==> config.mk <==
export PLATFORM = sky130hd
export DESIGN_NAME = wb_arbiter_flat
export DESIGN_NICKNAME = d
export VERILOG_FILES = /design/src/rtl/wb_arbiter_if.sv /design/src/rtl/wb_arbiter.sv /design/src/flat_wrapper.sv
export SDC_FILE = /design/constraint.sdc
export NUM_CORES = 2
export LEC_CHECK = 0
export BUFFER_PORTS_ARGS = -buffer_cell sky130_fd_sc_hd__clkbuf_2
export CAP_MARGIN = 20
export CORE_AREA = 2 2 534 536
export CTS_BUF_LIST = sky130_fd_sc_hd__clkbuf_4 sky130_fd_sc_hd__clkbuf_8
export DETAILED_ROUTE_END_ITERATION = 8
export DIE_AREA = 0 0 536 538
export HOLD_SLACK_MARGIN = 0.1
export RECOVER_POWER = 25
export SLEW_MARGIN = 15
export SYNTH_ARGS = -nofsm -noshare
export SYNTH_HDL_FRONTEND = slang
export SYNTH_SLANG_ARGS = --single-unit
==> constraint.sdc <==
create_clock -name clk_i -period 34.7 [get_ports clk_i]
set_input_delay 10.41 -clock clk_i [delete_from_list [all_inputs] [get_ports clk_i]]
set_output_delay 10.41 -clock clk_i [all_outputs]
set_load 0.01 [all_outputs]
==> src/rtl/wb_arbiter_if.sv <==
// Shared types and the result/writeback bus of wb_arbiter: FLU input, four buffered
// sources (load, store, FPU, bitmanip) and the two scoreboard write ports.
package wb_arbiter_pkg;
  localparam int TRANS_ID_BITS = 3;

  typedef struct packed {
    logic [63:0] cause;
    logic [63:0] tval;
    logic        valid;
  } exception_t;
endpackage

interface wb_arbiter_if;
  import wb_arbiter_pkg::*;

  logic                                flu_valid_i;
  logic [TRANS_ID_BITS-1:0]            flu_trans_id_i;
  logic [63:0]                         flu_result_i;
  exception_t                          flu_exception_i;

  logic [3:0]                          src_valid_i;
  logic [3:0]                          src_ready_o;
  logic [3:0][TRANS_ID_BITS-1:0]       src_trans_id_i;
  logic [3:0][63:0]                    src_result_i;
  exception_t [3:0]                    src_exception_i;

  logic [1:0]                          wb_valid_o;
  logic [1:0][TRANS_ID_BITS-1:0]       wb_trans_id_o;
  logic [1:0][63:0]                    wb_result_o;
  exception_t [1:0]                    wb_exception_o;

  modport master (
    output flu_valid_i, flu_trans_id_i, flu_result_i, flu_exception_i,
    output src_valid_i, src_trans_id_i, src_result_i, src_exception_i,
    input  src_ready_o,
    input  wb_valid_o, wb_trans_id_o, wb_result_o, wb_exception_o
  );

  modport slave (
    input  flu_valid_i, flu_trans_id_i, flu_result_i, flu_exception_i,
    input  src_valid_i, src_trans_id_i, src_result_i, src_exception_i,
    output src_ready_o,
    output wb_valid_o, wb_trans_id_o, wb_result_o, wb_exception_o
  );
endinterface

==> src/rtl/wb_arbiter.sv <==
// Writeback arbiter: port 0 registers the FLU result, port 1 drains four per-source FIFOs
// round-robin. Define WB_ARB_FLU_SHARE_EN to let port 0 also drain a FIFO when the FLU is idle.
module wb_arbiter
  import wb_arbiter_pkg::*;
#(
  parameter int unsigned FIFO_DEPTH = 2
) (
  input  logic       clk_i,
  input  logic       rst_ni,
  input  logic       flush_i,
  wb_arbiter_if.slave bus
);
  localparam int unsigned PTR_W = $clog2(FIFO_DEPTH);
  localparam int unsigned CNT_W = PTR_W + 1;
  localparam logic [CNT_W-1:0] FULL = CNT_W'(FIFO_DEPTH);

  typedef struct packed {
    logic [TRANS_ID_BITS-1:0] trans_id;
    logic [63:0]              result;
    exception_t               exception;
  } entry_t;

  entry_t           mem_q    [4][FIFO_DEPTH];
  logic [PTR_W-1:0] wr_ptr_q [4];
  logic [PTR_W-1:0] rd_ptr_q [4];
  logic [CNT_W-1:0] cnt_q    [4];
  logic [1:0]       rr_q;

  entry_t     head [4];
  logic [3:0] ready;
  logic [3:0] push;
  logic [3:0] pop;

  logic       win_found;
  logic [1:0] win_idx;
  logic       share;
  logic [1:0] sec_idx;

  entry_t     port0_p1;
  entry_t     port1_p1;
  logic [1:0] vld_p1;

  // Occupancy, head entries and handshakes; ready depends on registered count only
  always_comb begin
    for (int i = 0; i < 4; i++) begin
      head[i]  = mem_q[i][rd_ptr_q[i]];
      ready[i] = (cnt_q[i] != FULL);
      push[i]  = !flush_i && bus.src_valid_i[i] && ready[i];
    end
  end

  // Round-robin winner: first non-empty FIFO starting at rr_q
  always_comb begin
    win_found = 1'b0;
    win_idx   = rr_q;
    for (int k = 0; k < 4; k++) begin
      if (!win_found && (cnt_q[rr_q + 2'(k)] != '0)) begin
        win_found = 1'b1;
        win_idx   = rr_q + 2'(k);
      end
    end
  end

`ifdef WB_ARB_FLU_SHARE_EN
  logic sec_found;

  // Second winner continues the scan after the port-1 winner, for use on an idle FLU port
  always_comb begin
    sec_found = 1'b0;
    sec_idx   = win_idx;
    for (int k = 1; k < 4; k++) begin
      if (win_found && !sec_found && (cnt_q[win_idx + 2'(k)] != '0)) begin
        sec_found = 1'b1;
        sec_idx   = win_idx + 2'(k);
      end
    end
  end

  assign share = sec_found && !bus.flu_valid_i && !flush_i;
`else
  assign share   = 1'b0;
  assign sec_idx = win_idx;
`endif

  always_comb begin
    for (int i = 0; i < 4; i++) begin
      pop[i] = !flush_i && ((win_found && (win_idx == 2'(i))) ||
                            (share && (sec_idx == 2'(i))));
    end
  end

  // FIFO control state and arbitration pointer
  always_ff @(posedge clk_i or negedge rst_ni) begin
    if (!rst_ni) begin
      for (int i = 0; i < 4; i++) begin
        wr_ptr_q[i] <= '0;
        rd_ptr_q[i] <= '0;
        cnt_q[i]    <= '0;
      end
      rr_q <= '0;
    end else if (flush_i) begin
      for (int i = 0; i < 4; i++) begin
        wr_ptr_q[i] <= '0;
        rd_ptr_q[i] <= '0;
        cnt_q[i]    <= '0;
      end
      rr_q <= '0;
    end else begin
      for (int i = 0; i < 4; i++) begin
        if (push[i]) wr_ptr_q[i] <= wr_ptr_q[i] + 1'b1;
        if (pop[i])  rd_ptr_q[i] <= rd_ptr_q[i] + 1'b1;
        cnt_q[i] <= cnt_q[i] + CNT_W'(push[i]) - CNT_W'(pop[i]);
      end
      if (share)          rr_q <= sec_idx + 2'd1;
      else if (win_found) rr_q <= win_idx + 2'd1;
    end
  end

  // FIFO storage carries no reset; occupancy alone decides validity
  always_ff @(posedge clk_i) begin
    for (int i = 0; i < 4; i++) begin
      if (push[i]) begin
        mem_q[i][wr_ptr_q[i]] <= '{trans_id:  bus.src_trans_id_i[i],
                                   result:    bus.src_result_i[i],
                                   exception: bus.src_exception_i[i]};
      end
    end
  end

  // ---- stage p1: registered writeback ports ----
  always_ff @(posedge clk_i or negedge rst_ni) begin
    if (!rst_ni) begin
      vld_p1   <= '0;
      port0_p1 <= '0;
      port1_p1 <= '0;
    end else if (flush_i) begin
      vld_p1 <= '0;
    end else begin
      vld_p1[0] <= bus.flu_valid_i || share;
      if (bus.flu_valid_i) begin
        port0_p1 <= '{trans_id:  bus.flu_trans_id_i,
                      result:    bus.flu_result_i,
                      exception: bus.flu_exception_i};
      end else if (share) begin
        port0_p1 <= head[sec_idx];
      end
      vld_p1[1] <= win_found;
      if (win_found) port1_p1 <= head[win_idx];
    end
  end

  assign bus.src_ready_o       = ready;
  assign bus.wb_valid_o        = vld_p1;
  assign bus.wb_trans_id_o[0]  = port0_p1.trans_id;
  assign bus.wb_trans_id_o[1]  = port1_p1.trans_id;
  assign bus.wb_result_o[0]    = port0_p1.result;
  assign bus.wb_result_o[1]    = port1_p1.result;
  assign bus.wb_exception_o[0] = port0_p1.exception;
  assign bus.wb_exception_o[1] = port1_p1.exception;
endmodule

==> src/flat_wrapper.sv <==
// flat-port wrapper written by rule: the top's interface ports become plain ports
module wb_arbiter_flat import wb_arbiter_pkg::*;
#(
  parameter int unsigned FIFO_DEPTH = 2
)
  (clk_i, rst_ni, flush_i, bus_flu_valid_i, bus_flu_trans_id_i, bus_flu_result_i, bus_flu_exception_i, bus_src_valid_i, bus_src_trans_id_i, bus_src_result_i, bus_src_exception_i, bus_src_ready_o, bus_wb_valid_o, bus_wb_trans_id_o, bus_wb_result_o, bus_wb_exception_o);
  wb_arbiter_if bus_i ();
  input  logic clk_i;
  input  logic rst_ni;
  input  logic flush_i;
  input wire logic [$bits(bus_i.flu_valid_i)-1:0] bus_flu_valid_i;
  input wire logic [$bits(bus_i.flu_trans_id_i)-1:0] bus_flu_trans_id_i;
  input wire logic [$bits(bus_i.flu_result_i)-1:0] bus_flu_result_i;
  input wire logic [$bits(bus_i.flu_exception_i)-1:0] bus_flu_exception_i;
  input wire logic [$bits(bus_i.src_valid_i)-1:0] bus_src_valid_i;
  input wire logic [$bits(bus_i.src_trans_id_i)-1:0] bus_src_trans_id_i;
  input wire logic [$bits(bus_i.src_result_i)-1:0] bus_src_result_i;
  input wire logic [$bits(bus_i.src_exception_i)-1:0] bus_src_exception_i;
  output wire logic [$bits(bus_i.src_ready_o)-1:0] bus_src_ready_o;
  output wire logic [$bits(bus_i.wb_valid_o)-1:0] bus_wb_valid_o;
  output wire logic [$bits(bus_i.wb_trans_id_o)-1:0] bus_wb_trans_id_o;
  output wire logic [$bits(bus_i.wb_result_o)-1:0] bus_wb_result_o;
  output wire logic [$bits(bus_i.wb_exception_o)-1:0] bus_wb_exception_o;
  assign bus_i.flu_valid_i = bus_flu_valid_i;
  assign bus_i.flu_trans_id_i = bus_flu_trans_id_i;
  assign bus_i.flu_result_i = bus_flu_result_i;
  assign bus_i.flu_exception_i = bus_flu_exception_i;
  assign bus_i.src_valid_i = bus_src_valid_i;
  assign bus_i.src_trans_id_i = bus_src_trans_id_i;
  assign bus_i.src_result_i = bus_src_result_i;
  assign bus_i.src_exception_i = bus_src_exception_i;
  assign bus_src_ready_o = bus_i.src_ready_o;
  assign bus_wb_valid_o = bus_i.wb_valid_o;
  assign bus_wb_trans_id_o = bus_i.wb_trans_id_o;
  assign bus_wb_result_o = bus_i.wb_result_o;
  assign bus_wb_exception_o = bus_i.wb_exception_o;
  wb_arbiter #(.FIFO_DEPTH(FIFO_DEPTH)) u_core (.clk_i(clk_i), .rst_ni(rst_ni), .flush_i(flush_i), .bus(bus_i));
endmodule
Word-level counts from Yosys, hierarchy flattened
Memories as Yosys holds them, arrays and structs flattened.
Index checks and enable logic that the tools add are counted.

storage, ports and cells
  register bits after elaboration = 412
  bits in writable memories = 1568
  bits of input ports = 988
  output and inout bits = 398
  memories = 1

operators by class
  add/subtract/negate cells = 20
  $lt $le $gt $ge = 17
  eq/ne operators = 7
  multiplexer cells = 64
  bitwise gates (word level) = 14
  reductions and logical operators = 43

memories
  memory        words  width  read ports  clocked after memory_dff  wr ports  RTL line          RTL
  u_core.mem_q  4      392    4           0                         4         wb_arbiter.sv:23  entry_t mem_q [4][FIFO_DEPTH];

operators with widths
  cell                                                count
  2-to-1 mux 196 bit                                  18
  2-to-1 mux 392 bit                                  4
  demux 196 bit (select 1 bit)                        4
  binary-select mux 196 bit (select 2 bit)            1
  2-to-1 mux 2 bit                                    14
  nonzero test 2 bit                                  13
  logical AND 1 bit                                   23
  binary-select mux 2 bit (select 2 bit)              4
  >= comparator 2 bit, second input constant          8
  2-to-1 mux 1 bit                                    16
  inverter 1 -> 2 bit                                 8
  >= comparator 3 bit, second input constant          5
  inverter 2 -> 3 bit                                 5
  adder 1 bit, second input constant                  8
  adder 2 x 1 -> 2 bit                                4
  < comparator 2 x 1 -> 1 bit, second input constant  4
  2-to-1 mux 4 bit                                    2
  2-to-1 mux 8 bit                                    1
  != test 2 bit, second input constant                4
  subtractor 2 x 1 -> 2 bit                           4
  adder 2 x 1 -> 2 bit, second input constant         2
  adder 2 bit, second input constant                  2
  equality test 2 bit, second input constant          2
  logical NOT 1 bit                                   4
  4 further kinds                                     5

Longest topological paths before layout
  depth after elaboration = 20
  depth in mapped cells = 13
  gate-level depth less buffers = 9

Worst setup path before layout
No wires, ideal clock.

  path type = input -> register
  from = input port flush_i
  to = memory u_core.mem_q[0][196] in the netlist's numbering (enable)
  setup time = 0.992 ns
  data arrival time = 24.158 ns
  required time = 33.708 ns
  setup slack = 9.550 ns
  stages = 3
  buffers on the path = 2
  cell sequence = clkbuf_1 > buf_1 > nor3_1

RTL lines
  what             RTL line            RTL
  start, declared  flat_wrapper.sv:10  input logic flush_i;
  end, declared    wb_arbiter.sv:23

==> metrics.cfg <==
[sta]
setup_viol = 0
final.setup.tns_ns = 0
max_slew_margin_pct = 24.8
max_freq_ghz = 0.0761
slew_violations = 0
layout_min_cycle_time_ns = 13.14
finClkSkew_ns = 0.0780
worst_pin_slew_ns = 1.13
period_share_pct = 37.9
finalWorstSetupSlack_ns = 21.56
report.final.hold_viol_count = 0
rsz0062_at_grt = false

[logic_synthesis]
yosysMostFrequentCell = edfxtp_1
synth_warnings = 0
synth_cell_type_count = 54
syn_inst = 4289
ys_seq_area_share_pct = 75.2
synth_top_cell_by_area = edfxtp_1
syn_nets = 5285
synth_ff_type = edfxtp_1
ys_seq_elements = 1980
synthArstFlopShare_pct = 20.8
synthTopCellsByArea = edfxtp_1 62%, dfrtp_1 14%, mux2i_1 6.3%
yosys.area.top_type_share_pct = 61.7
avgSynthCellArea_um2 = 17.8
syn_area_um2 = 76300
synth_edf_count = 1568
synth_common_cells = 1568 x edfxtp_1, 480 x mux2i_1, 412 x dfrtp_1

[final_layout]
nets = 6796
areaGrowthSynthToFinish_pct = 23.4
multiInputGateArea_um2 = 17700
ff_latch_area_um2 = 57400
stdcell_count = 9927
final_util_pct = 33.3
fillCellCount = 27772
layout-drive-gt1-share_pct = 34.2

[routing]
antenna_left = 0
drt_wl_total_mm = 291
drtPass1Iterations = 5
drtIter0Drc = 3769
drc = 0
vias_per_cell = 4.80
vias = 47617
wl_per_cell_um = 29.3

[setup_path]
path_buf_inv = 5
max_stage_delay_ns = 0.80
cp_data_required_time_ns = 35.28
crit_path_end_kind = register
crit_top_cell = buf_4
cp_num_cells = 7
ff2ff_path_depth = 7
path_max_fanout = 52
crit_chain = clkbuf_2 > buf_4 > nor2_1 > and2_4 > buf_4 > buf_4 > buf_4
cp_top_family = buffers and inverters
worstSetupPathType = in -> reg
timing.rr.end = u_core.bus.wb_exception_o[226]
startpoint_type = input port
rr_startpoint = u_core.rr_q[1]
rrSetupSlack_ns = 29.89
worstPathArrival_ns = 13.73
slowest_stage = buf_4

[placed_design]
hpwl_mm = 207
port_buffers = 1385
dp_slack_ns = 20.52
placed_cells = 9224
place.gp.congestion = 0.862

[outcome]
outcome = finished, final reports clean

[grt]
antenna_found_initial = 137
grt_max_degree = 128
grt_pass1_wl_mm = 388
grt_use_total_pct = 19.2
grt_overflow = 0
first_global_vias = 48274

[floorplan]
rows = 196
core-area_um2 = 283000
fp.dieW_um = 536
die_y_um = 538
io_pins = 1386
start_util_pct = 26.9
dieArea_um2 = 288000

[clock_tree]
clkSinkCount = 1980
cts_made_buffers = 335
cts_tree = built
ctsResizeCount = 0
htree_levels = 5
post_cts_buffers = 0
cts_buffer_depth = 4
clock_latency_ns = 1.05
cts_root_buffer = clkbuf_8
cts_hold_buf = 0
path_clk_slew_ns = 0.06

[power_and_ir_drop]
cellLeakagePower_nw = 32.8
total_power_w = 0.00791
p_per_area_nw_per_um2 = 84.0
max-vdd-ir-drop_v = 0.0000744

[worst_hold_path]
min_path_type = reg -> reg
whs_path_depth = 1
min_to = u_core.bus.wb_exception_o[142]
min-delay-start = u_core.bus.wb_exception_o[142]

[run]
cap_violations = 0

==> power by group <==
part           switching (W)  internal [W]  total, W
Clock                0.00100       0.00118   0.00218
Combinational        0.00178      0.000854   0.00264
Sequential          0.000186       0.00290   0.00309
==> through the flow <==
step / hold slack, ns / cell area (um2)
finish: 0.501 / 94200
global route: 0.519 / 94100
CTS: 0.505 / 94600
detailed placement: 0.491 / 87500
global placement: 0.480 / 87500
floorplan: 0.519 / 76300
==> state kept, by name (all words and copies together) (netlist names) <==
signal / count
u_core.rr_q: 2
u_core.rd_ptr_q: 4
u_core.wr_ptr_q: 4
u_core.bus.wb_trans_id_o: 6
u_core.bus.wb_valid_o: 2
u_core.bus.wb_exception_o: 258
u_core.cnt_q: 8
u_core.bus.wb_result_o: 128
u_core.mem_q: 1568
==> metal layers <==
metal  wire length (um)  GRT usage, %  up-vias
li1                   -             -    20390
met5                720             0        -
met3              26500          6.45      581
met4              14000          9.32      108
met1             108000          21.8    24251
met2             142000          32.2     2287
==> cells by family (layout without fill, tap and decap cells) <==
group | Yosys count | count (layout) | share of synthesized area (%)
buffers and inverters | 315 | 2114 | 1.75
xor gates and xnor gates | 13 | 13 | 0.149
muxes | 838 | 838 | 11.6
other | 0 | 77 | 0
DFF | 1980 | 1980 | 75.2
and+or+nand+nor | 371 | 371 | 2.41
adders and majority gates | 8 | 8 | 0.131
AOI/OAI and AO/OA | 764 | 764 | 8.77
==> worst max-delay path by stage <==
stage,startpoint,endpoint
2_1_floorplan,flush_i,u_core.mem_q[0][196]
3_3_place_gp,flush_i,u_core.mem_q[2][153]
3_5_place_dp,flush_i,u_core.mem_q[2][157]
4_1_cts,flush_i,u_core.mem_q[2][158]
5_1_grt,rst_ni,u_core.bus.wb_result_o[124]
6_report,flush_i,u_core.mem_q[2][170]
==> placed cells by master, fill, tap and decap left out, types with 4 or more instances in the layout <==
master and n:
a211oi_1 143, a21oi_1 60, a221oi_1 116, a221oi_2 80, and2_4 4, buf_4 90
bufinv_16 4, clkbuf_1 453, clkbuf_2 928, clkbuf_4 132, clkbuf_8 376, clkinv_1 48
clkinv_2 37, clkinv_8 5, dfrtp_1 408, dfrtp_4 4, diode_2 77, edfxtp_1 1568
ha_1 8, inv_1 10, inv_12 6, inv_8 9, mux2_2 358, mux2i_1 480
nand2_1 63, nor2_1 128, nor2b_1 146, nor3_2 4, o21ai_0 56, o221ai_1 132
o221ai_2 10, o22a_1 88, o32a_1 54, xnor2_1 5, xor2_1 8
==> cell type report <==
class / count / share of cell area [%]
Antenna cell: 77 / 0.205
Clock buffer: 508 / 6.55
Clock inverter: 117 / 0.893
Inverter: 11 / 0.0518
Multi-Input combinational cell: 1994 / 18.8
Sequential cell: 1980 / 60.9
Tap cell: 3762 / 5.00
Timing Repair Buffer: 1478 / 7.55
No activity file was read; power rests on OpenSTA's default activity.
